==> src/rtl/bkg_scan_scheduler.sv <==
// Background scan scheduler: picks the background ROM per frame, applies horizontal scroll,
// and turns the scan position into a 2-stage ROM-address / palette-index pipeline.
module bkg_scan_scheduler #(
  parameter int SRC_W_LOG2 = 8,
  parameter int SRC_H      = 240
) (
  input  logic        axi_aclk,
  input  logic        axi_aresetn,
  input  logic [9:0]  drawX,
  input  logic [9:0]  drawY,
  input  logic        vde,
  input  logic        frame_start,
  input  logic        bkg_sel_req,
  input  logic        scroll_en,
  input  logic [3:0]  scroll_step,
  input  logic [2:0]  BKG_data,
  output logic        BKG_s,
  output logic [15:0] BKG_addr,
  output logic [2:0]  pix_data,
  output logic        pix_valid,
  output logic [7:0]  scroll_x
);

  typedef enum logic [1:0] {WAIT_FRAME, RUN, BLANK} state_t;

  localparam logic [8:0]  SRC_H_L  = 9'(SRC_H);
  localparam logic [15:0] COL_MASK = 16'((1 << SRC_W_LOG2) - 1);

  state_t      r_state;
  state_t      w_state_next;
  logic        r_bkg_s;
  logic        w_bkg_s_next;
  logic [7:0]  r_scroll_x;
  logic [7:0]  w_scroll_next;

  logic [15:0] r_addr;
  logic        r_s1_valid;
  logic        r_vde_d1;
  logic [2:0]  r_pix_data;
  logic        r_pix_valid;

  logic [8:0]  w_src_y;
  logic [9:0]  w_col_sum;
  logic        w_row_ok;
  logic [15:0] w_addr;

  // Select and scroll only ever move on frame_start, so a frame is never split across ROMs.
  always_comb begin
    w_state_next  = r_state;
    w_bkg_s_next  = r_bkg_s;
    w_scroll_next = r_scroll_x;
    if (frame_start) begin
      case (r_state)
        WAIT_FRAME: begin
          w_state_next = RUN;
          w_bkg_s_next = bkg_sel_req;
        end
        RUN: begin
          if (bkg_sel_req != r_bkg_s) begin
            w_bkg_s_next = bkg_sel_req;
            w_state_next = BLANK;
          end
        end
        BLANK: begin
          if (bkg_sel_req != r_bkg_s) w_bkg_s_next = bkg_sel_req;
          else                        w_state_next = RUN;
        end
        default: w_state_next = WAIT_FRAME;
      endcase
      if (r_state != WAIT_FRAME && scroll_en)
        w_scroll_next = r_scroll_x + {4'd0, scroll_step};
    end
  end

  always_ff @(posedge axi_aclk) begin
    if (!axi_aresetn) begin
      r_state    <= WAIT_FRAME;
      r_bkg_s    <= 1'b0;
      r_scroll_x <= 8'd0;
    end else begin
      r_state    <= w_state_next;
      r_bkg_s    <= w_bkg_s_next;
      r_scroll_x <= w_scroll_next;
    end
  end

  // 2x downscale: the low bit of each screen coordinate is dropped.
  assign w_src_y   = drawY[9:1];
  assign w_col_sum = {1'b0, drawX[9:1]} + {2'b00, r_scroll_x};
  assign w_row_ok  = (w_src_y < SRC_H_L);
  assign w_addr    = (16'(w_src_y) << SRC_W_LOG2) | ({6'd0, w_col_sum} & COL_MASK);

  // Pipeline runs every cycle; the FSM only gates the palette index in stage 2.
  always_ff @(posedge axi_aclk) begin
    if (!axi_aresetn) begin
      r_addr      <= 16'd0;
      r_s1_valid  <= 1'b0;
      r_vde_d1    <= 1'b0;
      r_pix_data  <= 3'd0;
      r_pix_valid <= 1'b0;
    end else begin
      r_addr      <= w_row_ok ? w_addr : 16'd0;
      r_s1_valid  <= w_row_ok;
      r_vde_d1    <= vde;
      r_pix_data  <= (r_s1_valid && r_state == RUN) ? BKG_data : 3'd0;
      r_pix_valid <= r_vde_d1;
    end
  end

  assign BKG_s     = r_bkg_s;
  assign BKG_addr  = r_addr;
  assign pix_data  = r_pix_data;
  assign pix_valid = r_pix_valid;
  assign scroll_x  = r_scroll_x;

endmodule

==> config.mk <==
export PLATFORM = sky130hd
export DESIGN_NAME = bkg_scan_scheduler
export DESIGN_NICKNAME = d
export VERILOG_FILES = /design/src/rtl/bkg_scan_scheduler.sv
export SDC_FILE = /design/constraint.sdc
export NUM_CORES = 1
export LEC_CHECK = 0
export ABC_AREA = 1
export ABC_CLOCK_PERIOD_IN_PS = 1500
export BUFFER_PORTS_ARGS = -buffer_cell sky130_fd_sc_hd__buf_2
export CORE_ASPECT_RATIO = 1.25
export CORE_MARGIN = 3
export CORE_UTILIZATION = 44
export CTS_CLUSTER_DIAMETER = 100
export DETAILED_ROUTE_END_ITERATION = 8
export PLACE_DENSITY = 0.82
export SYNTH_ARGS = -nofsm -noshare
export SYNTH_HDL_FRONTEND = slang
export SYNTH_SLANG_ARGS = --single-unit
==> constraint.sdc <==
create_clock -name axi_aclk -period 1.5 [get_ports axi_aclk]
set_input_delay 0.225 -clock axi_aclk [delete_from_list [all_inputs] [get_ports axi_aclk]]
set_output_delay 0.225 -clock axi_aclk [all_outputs]
set_load 0.005 [all_outputs]
==> impl_metrics.xml, run 1 <==
<?xml version="1.0" encoding="UTF-8"?>
<metrics>
  <group name="placement">
    <metric name="place.detailed.hpwl" unit="um">2720</metric>
    <metric name="gpl.final_weighted_congestion" unit="">0.773</metric>
    <metric name="place_ws" unit="ps">-48.0</metric>
    <metric name="port-buffer-count" unit="">58</metric>
    <metric name="place_area" unit="sq um">2070</metric>
  </group>
  <group name="timing">
    <metric name="finalWorstPathRequiredPeriod" unit="ps">1550</metric>
    <metric name="max_freq" unit="MHz">647</metric>
    <metric name="worst_slew_margin_rel" unit="%">77.8</metric>
    <metric name="final-hold-violation-count" unit="">0</metric>
    <metric name="slew_viol_final" unit="">0</metric>
    <metric name="finalClockSkew" unit="ps">10.9</metric>
    <metric name="finalSetupViolations" unit="">3</metric>
    <metric name="postLayoutSetupSlackWorst" unit="ps">-45.0</metric>
    <metric name="final_critical_path_share_of_the_clock_period" unit="%">103</metric>
    <metric name="worst_pin_slew" unit="ps">331</metric>
    <metric name="grt_setup_unrepaired" unit="">yes</metric>
  </group>
  <group name="die">
    <metric name="num_rows" unit="">24</metric>
    <metric name="effective_utilization_at_floorplan" unit="%">46.8</metric>
    <metric name="io_pins" unit="">62</metric>
    <metric name="design.die.area" unit="sq um">4590</metric>
    <metric name="die_x" unit="um">61.2</metric>
    <metric name="floorplan.die.height" unit="um">75.0</metric>
    <metric name="core_area" unit="sq um">3570</metric>
  </group>
  <group name="synth">
    <metric name="synth_commonest_cells" unit="">nand2_1, dfxtp_1, inv_1, nor2_1, ha_1</metric>
    <metric name="synth_cells" unit="">220</metric>
    <metric name="post-synth-top-area-cell" unit="">dfxtp_1</metric>
    <metric name="synth_edf_count" unit="">0</metric>
    <metric name="post-synth-top-count-cell" unit="">nand2_1</metric>
    <metric name="yosys.area.top_type_share" unit="%">39.5</metric>
    <metric name="synthesis.yosys.warnings" unit="">0</metric>
    <metric name="ys_async_sr_fraction" unit="%">0</metric>
    <metric name="synth.net_count" unit="">270</metric>
    <metric name="synthFlopType" unit="">dfxtp_1</metric>
    <metric name="yosysSeqAreaShare" unit="%">39.5</metric>
    <metric name="synthTopCellsByArea" unit="">dfxtp_1, ha_1, nand2_1</metric>
    <metric name="count_of_cell_types_in_the_netlist" unit="">25</metric>
    <metric name="ys_ff_latch" unit="">33</metric>
    <metric name="synth.cell_area" unit="sq um">1670</metric>
    <metric name="postSynthAreaPerCell" unit="sq um">7.61</metric>
  </group>
  <group name="critical_path">
    <metric name="timing.critical_path.from_type" unit="">register</metric>
    <metric name="crit_type" unit="">reg2reg</metric>
    <metric name="arrival" unit="ps">1730</metric>
    <metric name="worst_ep_required_time" unit="ps">1680</metric>
    <metric name="critical_path.max_fanout" unit="">3</metric>
    <metric name="endpoint_kind" unit="">register</metric>
  </group>
  <group name="finish">
    <metric name="utilization_after_layout" unit="%">63.0</metric>
    <metric name="num-nets-final" unit="">344</metric>
    <metric name="antenna_cells" unit="">0</metric>
    <metric name="drive_above_1_share" unit="%">39.0</metric>
    <metric name="stdcell_area" unit="sq um">2250</metric>
    <metric name="n_fill_cell" unit="">310</metric>
    <metric name="syn_to_final_growth" unit="%">34.5</metric>
  </group>
  <group name="clock_tree">
    <metric name="clkTransAtPathRegs" unit="ps">70</metric>
    <metric name="cts_sinks" unit="">33</metric>
    <metric name="cts_tree" unit="">done</metric>
    <metric name="post_cts_hold_buffer_count" unit="">0</metric>
    <metric name="numCtsBuffers" unit="">5</metric>
    <metric name="clockRootBuffer" unit="">clkbuf_8</metric>
    <metric name="htree_num_levels" unit="">2</metric>
    <metric name="cts_max_path_buffers" unit="">2</metric>
    <metric name="insertion_delay" unit="ps">290</metric>
  </group>
  <group name="run">
    <metric name="cap_violations" unit="">0</metric>
  </group>
  <group name="power_and_ir_drop">
    <metric name="leakage" unit="nW">1.21</metric>
    <metric name="vdd.ir_drop.worst" unit="uV">368</metric>
    <metric name="power.density" unit="nW/um^2">891</metric>
  </group>
  <group name="detailed_routing">
    <metric name="num_vias" unit="">1593</metric>
    <metric name="tritonroute_pass_1_iters" unit="">4</metric>
    <metric name="wl_per_cell" unit="um">10.8</metric>
    <metric name="drt_wl_total" unit="um">3620</metric>
    <metric name="drt_iter0_drc" unit="">52</metric>
    <metric name="post_drt_via_cell_ratio" unit="">4.77</metric>
    <metric name="antenna_left" unit="">0</metric>
    <metric name="drc_errors" unit="">0</metric>
  </group>
  <group name="global_route">
    <metric name="overflow" unit="">0</metric>
    <metric name="initial_antenna_violation_count" unit="">0</metric>
    <metric name="grt_start_max_net_pins" unit="">12</metric>
    <metric name="grt_use_total" unit="%">16.5</metric>
    <metric name="vias_in_the_first_global_route" unit="">1425</metric>
    <metric name="grt_pass1_wl" unit="um">5710</metric>
  </group>
  <group name="outcome">
    <metric name="run_status" unit="">finished, violations left</metric>
    <metric name="violations" unit="">setup timing</metric>
  </group>
  <group name="hold_path">
    <metric name="type_of_the_most_critical_hold_path" unit="">in2reg</metric>
  </group>
</metrics>
-- worst max-delay path, cell delays in order (launching register included) --
cell	delay (ps)
dfxtp_4	370
ha_4	130
inv_2	40
fa_2	390
nor2_2	110
nor2_2	50
nor2_2	140
nand4_1	100
nand2_1	70
nor2_1	30
-- placed cells by master (no fill, tap or decap), drive strengths merged, types with 4 or more instances in the layout --
cell and instances:
buf 70, nand2 43, nor2 40, inv 35, dfxtp 33, ha 15, a21oi 11, nand3 11
o21ai 7, clkbuf 5, nand4 4
-- kinds of logic (layout without fill, tap and decap cells) --
logic type | Yosys count | in the layout | share of synthesized area [%]
compound gates | 23 | 23 | 7.62
xor+xnor | 5 | 5 | 2.62
fa+ha+maj | 17 | 17 | 13.6
buf+inv | 38 | 113 | 9.19
flops | 33 | 33 | 39.5
simple gates | 104 | 104 | 27.5
-- timing repair --
item | 4_1_cts | 5_1_grt
pin swaps | 1 | 15
setup buffers | 0 | 2
endpoints found under the setup margin | 4 | 9
resized for setup | 3 | 18
-- path summary, 6_finish.rpt --
path,start,endpoint,slack (ps),depth (start not counted)
max,scroll_x[0],scroll_x[6],-50,9
min reg2reg,r_vde_d1,pix_valid,430,2
max reg2reg,scroll_x[0],scroll_x[6],-50,9
min,vde,r_vde_d1,120,3
-- sequential cells by signal, summed over array words and instances (netlist names) --
| name | cells |
|---|---|
| BKG_s | 1 |
| r_vde_d1 | 1 |
| r_s1_valid | 1 |
| pix_data | 3 |
| BKG_addr | 16 |
| scroll_x | 8 |
| r_state | 2 |
| pix_valid | 1 |
-- cell type report --
cell class | instances | area, sq um | share of cell area (%)
Multi-Input combinational cell | 149 | 937 | 41.6
Sequential cell | 33 | 667 | 29.6
Timing Repair Buffer | 70 | 380 | 16.9
Inverter | 35 | 131 | 5.84
Clock buffer | 5 | 68.8 | 3.06
Tap cell | 39 | 48.8 | 2.17
Clock inverter | 3 | 17.5 | 0.778
-- routing by layer --
metal	vias to the layer above	GRT usage, %	share of wire, %
met1	703	17.9	41
met2	48	29.3	51
met5	-	0	0
li1	834	-	-
met3	8	4.46	6.7
met4	0	6.99	1.4
-- power breakdown --
| part | leakage (nW) | internal, mW | total (mW) | switching (mW) |
|---|---|---|---|---|
| logic | 0.890 | 0.187 | 0.407 | 0.220 |
| clock network | 0.0439 | 0.320 | 0.652 | 0.332 |
| registers | 0.271 | 0.922 | 0.946 | 0.0236 |
| total | 1.21 | 1.43 | 2.00 | 0.576 |
-- metrics by stage --
stage | setup TNS (ps) | total power [mW] | hold WS [ps] | instances
after floorplan | 0 | 1.20 | 332 | 220
after global placement | -24.8 | 1.33 | 406 | 324
after detailed placement | -48.0 | 1.34 | 415 | 324
after CTS | 0 | 1.99 | 119 | 332
after global routing | -479 | 2.13 | 135 | 334
final | -83.2 | 2.00 | 124 | 334
(Power assumes the default switching activity.)
==> run 2: changes to the inputs <==
--- a/config.mk
+++ b/config.mk
@@ -6,7 +6,7 @@
 export NUM_CORES = 1
 export LEC_CHECK = 0
 export ABC_AREA = 1
-export ABC_CLOCK_PERIOD_IN_PS = 1500
+export ABC_CLOCK_PERIOD_IN_PS = 1400
 export BUFFER_PORTS_ARGS = -buffer_cell sky130_fd_sc_hd__buf_2
 export CORE_ASPECT_RATIO = 1.25
 export CORE_MARGIN = 3
==> constraint.sdc (replaced) <==
create_clock -name axi_aclk -period 1.4 [get_ports axi_aclk]
set_input_delay 0.21 -clock axi_aclk [delete_from_list [all_inputs] [get_ports axi_aclk]]
set_output_delay 0.21 -clock axi_aclk [all_outputs]
set_load 0.005 [all_outputs]
==> impl_metrics.xml, run 2 (same netlist as run 1, synthesis figures left out) <==
<?xml version="1.0" encoding="UTF-8"?>
<metrics>
  <group name="clock_tree">
    <metric name="cts_tree" unit="">done</metric>
    <metric name="numCtsBuffers" unit="">5</metric>
    <metric name="post_cts_hold_buffer_count" unit="">0</metric>
    <metric name="clockRootBuffer" unit="">clkbuf_8</metric>
    <metric name="cts_max_path_buffers" unit="">2</metric>
    <metric name="htree_num_levels" unit="">2</metric>
    <metric name="cts_sinks" unit="">33</metric>
    <metric name="clkTransAtPathRegs" unit="ps">70</metric>
    <metric name="insertion_delay" unit="ps">290</metric>
  </group>
  <group name="detailed_routing">
    <metric name="wl_per_cell" unit="um">11.8</metric>
    <metric name="drt_wl_total" unit="um">4040</metric>
    <metric name="num_vias" unit="">1678</metric>
    <metric name="post_drt_via_cell_ratio" unit="">4.89</metric>
    <metric name="drt_iter0_drc" unit="">87</metric>
    <metric name="drc_errors" unit="">0</metric>
    <metric name="tritonroute_pass_1_iters" unit="">6</metric>
    <metric name="antenna_left" unit="">0</metric>
  </group>
  <group name="critical_path">
    <metric name="startpoint_of_the_worst_slack_reg_to_reg_timing_path" unit="">scroll_x[0]</metric>
    <metric name="cp-startpoint" unit="">scroll_x[0]</metric>
    <metric name="critical-path-slowest-cell" unit="">dfxtp_4</metric>
    <metric name="endpoint_kind" unit="">register</metric>
    <metric name="path_buf_inv" unit="">1</metric>
    <metric name="r2r_cells" unit="">7</metric>
    <metric name="critical_path.max_fanout" unit="">4</metric>
    <metric name="worstSetupPathDepth" unit="">7</metric>
    <metric name="critical_path.top_delay_family" unit="">adder cells</metric>
    <metric name="path_common_cell" unit="">nor2_1</metric>
    <metric name="arrival" unit="ps">1700</metric>
    <metric name="crit_type" unit="">reg2reg</metric>
    <metric name="timing.critical_path.from_type" unit="">register</metric>
    <metric name="crit_path_cell_trace" unit="">ha_1 -&gt; inv_1 -&gt; fa_2 -&gt; nor3_2 -&gt; nor2_1 -&gt; nor2_1 -&gt; nor2_1</metric>
    <metric name="worst_ep_required_time" unit="ps">1580</metric>
    <metric name="timing.critical_path.slowest_cell_delay" unit="ps">370</metric>
  </group>
  <group name="outcome">
    <metric name="violations" unit="">setup timing</metric>
    <metric name="run_status" unit="">finished, violations left</metric>
  </group>
  <group name="global_route">
    <metric name="initial_antenna_violation_count" unit="">0</metric>
    <metric name="grt.met3_usage" unit="%">4.97</metric>
    <metric name="grt.busiest_layer" unit="">met2</metric>
    <metric name="grt_start_max_net_pins" unit="">12</metric>
    <metric name="grt_pass1_wl" unit="um">6080</metric>
    <metric name="groute.layer.met2.usage" unit="%">31.2</metric>
    <metric name="global_route.usage.met1" unit="%">19.6</metric>
    <metric name="overflow" unit="">0</metric>
    <metric name="grt_use_total" unit="%">17.8</metric>
    <metric name="vias_in_the_first_global_route" unit="">1464</metric>
  </group>
  <group name="die">
    <metric name="num_rows" unit="">24</metric>
    <metric name="design.die.area" unit="sq um">4590</metric>
    <metric name="effective_utilization_at_floorplan" unit="%">46.8</metric>
    <metric name="io_pins" unit="">62</metric>
    <metric name="floorplan.die.height" unit="um">75.0</metric>
    <metric name="die_x" unit="um">61.2</metric>
    <metric name="core_area" unit="sq um">3570</metric>
  </group>
  <group name="placement">
    <metric name="place_ws" unit="ps">-119</metric>
    <metric name="port-buffer-count" unit="">58</metric>
    <metric name="place.detailed.hpwl" unit="um">2900</metric>
    <metric name="gpl.final_weighted_congestion" unit="">0.773</metric>
  </group>
  <group name="power_and_ir_drop">
    <metric name="combinationalPowerShare" unit="%">21.2</metric>
    <metric name="leakage" unit="nW">1.27</metric>
    <metric name="clkPwrFrac" unit="%">36.0</metric>
    <metric name="vdd.ir_drop.worst" unit="uV">496</metric>
    <metric name="netSwitchingPower" unit="mW">0.631</metric>
    <metric name="cell_internal_pwr" unit="mW">1.74</metric>
    <metric name="switching_share" unit="%">26.6</metric>
    <metric name="sequentialPowerShare" unit="%">42.8</metric>
    <metric name="power.density" unit="nW/um^2">982</metric>
  </group>
  <group name="finish">
    <metric name="num-nets-final" unit="">353</metric>
    <metric name="layout.cells.most_common_list" unit="">buf_2, nand2_1, dfxtp_1, inv_1, nor2_1</metric>
    <metric name="largest_reg_flops" unit="">16</metric>
    <metric name="most_common_cell_after_layout_fill_and_taps_aside" unit="">buf_2</metric>
    <metric name="drive_above_1_share" unit="%">43.8</metric>
    <metric name="n_fill_cell" unit="">274</metric>
    <metric name="syn_to_final_growth" unit="%">44.2</metric>
    <metric name="antenna_cells" unit="">0</metric>
  </group>
  <group name="timing">
    <metric name="final_critical_path_share_of_the_clock_period" unit="%">109</metric>
    <metric name="max_freq" unit="MHz">657</metric>
    <metric name="finalWorstPathRequiredPeriod" unit="ps">1520</metric>
    <metric name="worst_slew_margin_rel" unit="%">78.3</metric>
    <metric name="finalClockSkew" unit="ps">4.14</metric>
    <metric name="worst_pin_slew" unit="ps">324</metric>
    <metric name="final-hold-violation-count" unit="">0</metric>
    <metric name="postLayoutSetupSlackWorst" unit="ps">-121</metric>
    <metric name="grt_setup_unrepaired" unit="">yes</metric>
    <metric name="timing.hold.ws" unit="ps">110</metric>
    <metric name="slew_viol_final" unit="">0</metric>
    <metric name="finalSetupViolations" unit="">6</metric>
  </group>
  <group name="hold_path">
    <metric name="type_of_the_most_critical_hold_path" unit="">in2reg</metric>
    <metric name="min-delay-start" unit="">vde</metric>
    <metric name="min_delay_path_depth" unit="">3</metric>
  </group>
  <group name="run">
    <metric name="cap_violations" unit="">0</metric>
  </group>
</metrics>
run 2: cell types whose count changed in the layout (fill, tap and decap cells not counted), sizes merged:
cell	change
buf	+9
clkbuf	+3
clkinv	-2
clkinvlp	-1
run 2: power by group through the flow:
stage / Clock [mW] / Sequential (mW) / Combinational [mW]
6_report: 0.854 / 1.01 / 0.502
5_1_grt: 0.913 / 1.02 / 0.568
4_1_cts: 0.864 / 1.01 / 0.445
3_5_place_dp: 0 / 1.03 / 0.437
3_3_place_gp: 0 / 1.03 / 0.424
2_1_floorplan: 0 / 1.04 / 0.252
run 2: timing repair:
| item | in CTS | in global routing |
|---|---|---|
| setup buffers | 0 | 4 |
| setup endpoints to repair | 5 | 12 |
| resized for setup | 4 | 27 |
| pin swaps | 3 | 9 |
run 2: worst min-delay path, stage by stage:
cell and delay [ps]:
buf_2 70, nand2_1 50, inv_2 40
run 2: metrics by stage:
stage / TNS, ps / cell area (sq um) / util [%] / total power [mW] / instances
final: -419 / 2410 / 67.5 / 2.37 / 343
after global routing: -1040 / 2410 / 67.5 / 2.50 / 343
after CTS: -278 / 2260 / 63.2 / 2.32 / 339
after detailed placement: -282 / 2140 / 59.9 / 1.47 / 331
after global placement: -130 / 2140 / 59.9 / 1.45 / 331
after floorplan: -28.3 / 1700 / - / 1.29 / 220
run 2: routing by layer:
metal	share of wire, %	vias to the layer above
met5	0	-
met4	3.1	0
met3	7.1	12
met2	51	62
met1	39	754
li1	-	850
run 2: final cells by class:
cell class / instances / area [sq um] / area share [%]
Tap cell: 39 / 48.8 / 2.02
Timing Repair Buffer: 79 / 455 / 18.9
Clock buffer: 8 / 111 / 4.61
Multi-Input combinational cell: 149 / 997 / 41.3
Sequential cell: 33 / 669 / 27.7
Inverter: 35 / 131 / 5.44
run 2: worst paths after layout:
path	to	slack, ps
setup / recovery	BKG_addr[6]	-120
hold / removal	r_vde_d1	110
hold reg to reg	pix_valid	430
setup reg to reg	BKG_addr[6]	-120
